==> src/rtl/osd_stm_trace_capture.sv <==
// osd_stm_trace_capture
// Watches a CPU trace port for marker instructions, pairs each marker id with
// a shadowed writeback register value, and buffers the {id, value} events in a
// first-word-fall-through FIFO drained over a valid/ready stream.
// Optional feature macro: STM_OVERFLOW_EN. When defined, a nonzero drop count
// is reported in-band as an id-0 record and then cleared; otherwise drops are
// only visible on the saturating 'dropped' output.
module osd_stm_trace_capture #(
    parameter int          XLEN       = 32,
    parameter int          VALWIDTH   = 32,
    parameter logic [15:0] MARKER     = 16'h1500,
    parameter int          SRC_REG    = 3,
    parameter int          DEPTH      = 4,
    parameter int          DROP_WIDTH = 16
) (
    input  logic                         clk,
    input  logic                         rst_n,
    input  logic                         enable,
    input  logic                         trace_valid,
    input  logic [XLEN-1:0]              trace_insn,
    input  logic                         trace_wben,
    input  logic [4:0]                   trace_wbreg,
    input  logic [XLEN-1:0]              trace_wbdata,
    output logic                         out_valid,
    input  logic                         out_ready,
    output logic [15:0]                  out_id,
    output logic [VALWIDTH-1:0]          out_value,
    output logic [$clog2(DEPTH):0]       fifo_level,
    output logic [DROP_WIDTH-1:0]        dropped
);

    localparam int AW = $clog2(DEPTH);
    localparam int LW = AW + 1;

    // Saturating increment for the drop counter.
    function automatic logic [DROP_WIDTH-1:0] sat_inc(input logic [DROP_WIDTH-1:0] v);
        return (&v) ? v : v + DROP_WIDTH'(1);
    endfunction

    // Truncate or zero-extend trace data to the emitted value width.
    function automatic logic [VALWIDTH-1:0] fit_val(input logic [XLEN-1:0] d);
        return VALWIDTH'(d);
    endfunction

    logic [XLEN-1:0]       shadow;
    logic [15:0]           mem_id  [DEPTH];
    logic [VALWIDTH-1:0]   mem_val [DEPTH];
    logic [AW-1:0]         wr_ptr;
    logic [AW-1:0]         rd_ptr;
    logic [LW-1:0]         level;
    logic [DROP_WIDTH-1:0] drop_cnt;
    logic [DROP_WIDTH-1:0] drop_nxt;

    // Stage p0: combinational event detection on the incoming trace record
    logic                wb_hit_p0;
    logic                evt_vld_p0;
    logic [15:0]         evt_id_p0;
    logic [VALWIDTH-1:0] evt_val_p0;
    logic                pop;
    logic                full;
    logic                slot;
    logic                push;
    logic [15:0]         push_id;
    logic [VALWIDTH-1:0] push_val;

    assign wb_hit_p0  = trace_wben && (trace_wbreg == 5'(SRC_REG));
    assign evt_vld_p0 = enable && trace_valid &&
                        (trace_insn[31:16] == MARKER) && (trace_insn[15:0] != 16'h0000);
    assign evt_id_p0  = trace_insn[15:0];
    // Same-cycle writeback bypasses the shadow so the event sees the newest value
    assign evt_val_p0 = fit_val(wb_hit_p0 ? trace_wbdata : shadow);

    assign out_valid  = (level != '0);
    assign pop        = out_valid && out_ready;
    assign full       = (level == LW'(DEPTH));
    assign slot       = !full || pop;

    // Select what (if anything) enters the FIFO and the next drop count.
    always_comb begin
        push     = 1'b0;
        push_id  = evt_id_p0;
        push_val = evt_val_p0;
        drop_nxt = drop_cnt;
`ifdef STM_OVERFLOW_EN
        if ((drop_cnt != '0) && slot) begin
            // Overflow record wins the slot; a colliding event is itself a drop
            push     = 1'b1;
            push_id  = 16'h0000;
            push_val = VALWIDTH'(drop_cnt);
            drop_nxt = evt_vld_p0 ? DROP_WIDTH'(1) : '0;
        end else if (evt_vld_p0) begin
            if (slot) push = 1'b1;
            else      drop_nxt = sat_inc(drop_cnt);
        end
`else
        if (evt_vld_p0) begin
            if (slot) push = 1'b1;
            else      drop_nxt = sat_inc(drop_cnt);
        end
`endif
    end

    // Shadow copy of the source register, tracked regardless of enable.
    always_ff @(posedge clk or negedge rst_n) begin
        if (!rst_n)         shadow <= '0;
        else if (wb_hit_p0) shadow <= trace_wbdata;
    end

    // Stage p1: FIFO storage (data only, validity is carried by level)
    always_ff @(posedge clk) begin
        if (push) begin
            mem_id[wr_ptr]  <= push_id;
            mem_val[wr_ptr] <= push_val;
        end
    end

    // FIFO pointers, occupancy and drop counter.
    always_ff @(posedge clk or negedge rst_n) begin
        if (!rst_n) begin
            wr_ptr   <= '0;
            rd_ptr   <= '0;
            level    <= '0;
            drop_cnt <= '0;
        end else begin
            drop_cnt <= drop_nxt;
            if (push) wr_ptr <= wr_ptr + AW'(1);
            if (pop)  rd_ptr <= rd_ptr + AW'(1);
            case ({push, pop})
                2'b10:   level <= level + LW'(1);
                2'b01:   level <= level - LW'(1);
                default: level <= level;
            endcase
        end
    end

    assign out_id     = out_valid ? mem_id[rd_ptr]  : 16'h0000;
    assign out_value  = out_valid ? mem_val[rd_ptr] : '0;
    assign fifo_level = level;
    assign dropped    = drop_cnt;

endmodule

==> config.mk <==
export PLATFORM = sky130hd
export DESIGN_NAME = osd_stm_trace_capture
export DESIGN_NICKNAME = d
export VERILOG_FILES = /design/src/rtl/osd_stm_trace_capture.sv
export SDC_FILE = /design/constraint.sdc
export NUM_CORES = 1
export LEC_CHECK = 0
export ABC_CLOCK_PERIOD_IN_PS = 3200
export CORE_MARGIN = 2
export CORE_UTILIZATION = 54
export CTS_BUF_LIST = sky130_fd_sc_hd__clkbuf_16
export CTS_CLUSTER_DIAMETER = 200
export DETAILED_ROUTE_END_ITERATION = 8
export GPL_ROUTABILITY_DRIVEN = 1
export GPL_TIMING_DRIVEN = 0
export PLACE_DENSITY = 0.79
export SYNTH_ARGS = -nofsm -noshare
export SYNTH_HDL_FRONTEND = slang
export SYNTH_SLANG_ARGS = --single-unit
==> constraint.sdc <==
create_clock -name clk -period 3.2 [get_ports clk]
set_input_delay 0.64 -clock clk [delete_from_list [all_inputs] [get_ports clk]]
set_output_delay 0.64 -clock clk [all_outputs]
set_load 0.01 [all_outputs]
==> out/qor.yml <==
setup_violations: 0
cts_tree: "yes"
post-route-period-util_pct: 98.1
r2r_start: "fifo_level[2]$_DFFE_PN0P_"
slew_headroom_pct: 47.2
die_x_um: 138
post-route-min-period_ns: 3.14
synth_seq_area_share_pct: 73.5
critPathArrivalTime_ns: 2.50
maxCapViolCount: 0
num_rows: 49
clk_pin_slew_ns: 0.06
worst_ir_drop_vdd_v: 0.000501
antenna_found_initial: 0
routabilityCongestion: 0.791
die_y_um: 138
postRouteWirelength_um: 19000
synth_commonest_cells: "192 x edfxtp_1, 55 x dfrtp_1, 53 x and2_1"
cts-root-buf: "clkbuf_16"
drcViolationCount: 0
clk_path_buf_depth: 3
area.growth.synth_to_final_pct: 26.9
tns_ns: 0
drt-pass1-iter-count: 4
viasPerCell: 5.60
power_mw: 9.54
hold-worst-slack_ns: 0.173
p_leak_nw: 4.38
wl_per_cell_um: 21.0
finClkSkew_ns: 0.0141
cpMaxStageDelayCell: "clkdlybuf4s50_1"
hold_class: "in -> async"
outcome: "complete, no violations"
grt_pass1_vias: 5613
yosysWarnings: 0
yosysTopAreaCell: "edfxtp_1"
yosys_register_bits: 247
r2r_setup_slack_ns: 1.00
cts_setup_buffers: 0
critical_path_class: "reg -> out"
final_nets: 736
critPathRequiredTime_ns: 2.56
clkSinkCount: 247
cp_num_buf_inv: 2
crit_family: "buffers and inverters"
grt_pass1_wl_um: 30100
fmax_mhz: 319
synth_top_family_by_area: "multiplexers"
synth.area.top_cells: "edfxtp_1 59%, dfrtp_1 14%, mux4_2 11%, mux2_2 3.8%, and2_1 3.4%"
startpoint: "rd_ptr[0]$_DFFE_PN0P_"
boundaryPins: 143
finish.utilization_pct: 69.4
tightestPinTransition_ns: 0.793
track_usage_pct: 20.2
yosysMostFrequentCell: "edfxtp_1"
synth_top_area_share_pct: 59.4
cp_slowest_stage_delay_ns: 0.53
clk_latency_ns: 0.51
cp-start-kind: "register"
h-tree-depth: 1
ff2ff_path_depth: 3
post-dp-hpwl_um: 11700
synthesis.area_um2: 9710
netlist_instances: 486
synth_compound_area_share_pct: 0.0515
hold_viol: 0
critPathCaptureType: "output pin"
grt_max_degree: 49
r2r-end: "mem_val[2][7]$_DFFE_PP_"
ant_nets: 0
synthMuxAreaShare_pct: 15.1
numCtsBuffers: 24
synth-edff-count: 192
synth_fa_ha_area_share_pct: 0.979
vias: 5048
synth_ff_type: "edfxtp_1"
fp.dieArea_um2: 19100
syn_avg_cell_area_um2: 20.0
nFillCells: 1160
grt_overflow: 0
crit_fanout: 10
async_reset_ff_share_pct: 22.3
slew_viol_final: 0
core_um2: 17800
ys_types: 32
start_util_pct: 54.6
rsz0062_at_grt: "yes"
powerDensity_nw_per_um2: 774
synth_xor_area_share_pct: 1.89
drtIter0Drc: 300
port_buffers: 142
synth-simple-area-share_pct: 7.26
layout-drive-gt1-share_pct: 22.0
cp_cell_sequence: "buf_4, mux4_2, and2_1, clkdlybuf4s50_1"
syn-num-nets: 568
n_antenna_cell: 0
cells in the final DEF (no fill, tap or decap), types with 2 or more instances in the layout:
cell type        count
clkbuf_4             3
bufinv_16            5
and2_4               4
buf_6                3
buf_1                2
nand2_1              5
clkdlybuf4s50_1    141
buf_2                2
and2_1              49
xor2_1               4
mux2_2              33
nand3_1              3
ha_1                 6
clkinv_1             5
edfxtp_1           192
clkbuf_1             6
nand3_2              6
inv_1               13
nor4b_4              3
and3_1               6
clkbuf_16           25
and4_2               2
dfrtp_1             54
nor4_1               6
xnor2_1             17
mux4_2              48
buf_4                4
nand4_1              8
clkinvlp_4           2
routing by layer:
layer  GRT usage, %  share of wire (%)
met5              0                  0
met2           35.4                 52
met3           4.09                5.6
met1           26.4                 41
met4           4.62               0.85
through the flow:
step	area, um^2	worst slack, ns	instances
final	12300	0.0608	901
after global routing	12300	-0.0585	901
after CTS	12300	-0.111	901
after detailed placement	11400	-0.664	858
after global placement	11400	-0.556	857
after floorplan	9720	0.453	486
logic make-up after synthesis:
logic type / after synthesis
DFF: 247
muxes: 82
and+or+nand+nor: 100
buffers and inverters: 28
adders and majority gates: 7
xor gates and xnor gates: 21
AOI/OAI and AO/OA: 1
worst max path at each step:
stage | slack, ns | to | cells past startpoint
after CTS | -0.11 | mem_id[0][15]$_DFFE_PP_ | 5
after floorplan | 0.45 | mem_id[0][0]$_DFFE_PP_ | 4
final | 0.06 | out_value[2] | 4
after global placement | -0.56 | mem_id[0][7]$_DFFE_PP_ | 5
after detailed placement | -0.66 | mem_val[2][20]$_DFFE_PP_ | 5
after global routing | -0.06 | out_value[2] | 4
where the power goes:
group	switching (mW)	internal, mW	total (mW)
logic	1.20	1.67	2.87
registers	0.0751	3.65	3.73
clock network	1.13	1.81	2.94
final cells by class:
cell class              instances  area [um^2]  share of cell area [%]
well taps                     229          287                    2.32
clock buffers                  25          626                    5.07
plain buffers                  20          126                    1.02
multi-input cells             211         2470                    20.1
repair buffers                143         1440                    11.6
clock inverters                19          211                    1.71
flip-flops and latches        247         7140                    57.9
inverters                       7         26.3                   0.213
state kept, by name (all words and copies together) (netlist names):
signal	flops
rd_ptr	2
mem_val	128
dropped	16
mem_id	64
wr_ptr	2
shadow	32
fifo_level	3
what timing repair did:
action | 4_1_cts | 5_1_grt
resized for setup | 17 | 6
hold buffers | 0 | 0
endpoints found under the setup margin | 240 | 126
Note: power is estimated with default switching activity, not from simulation.
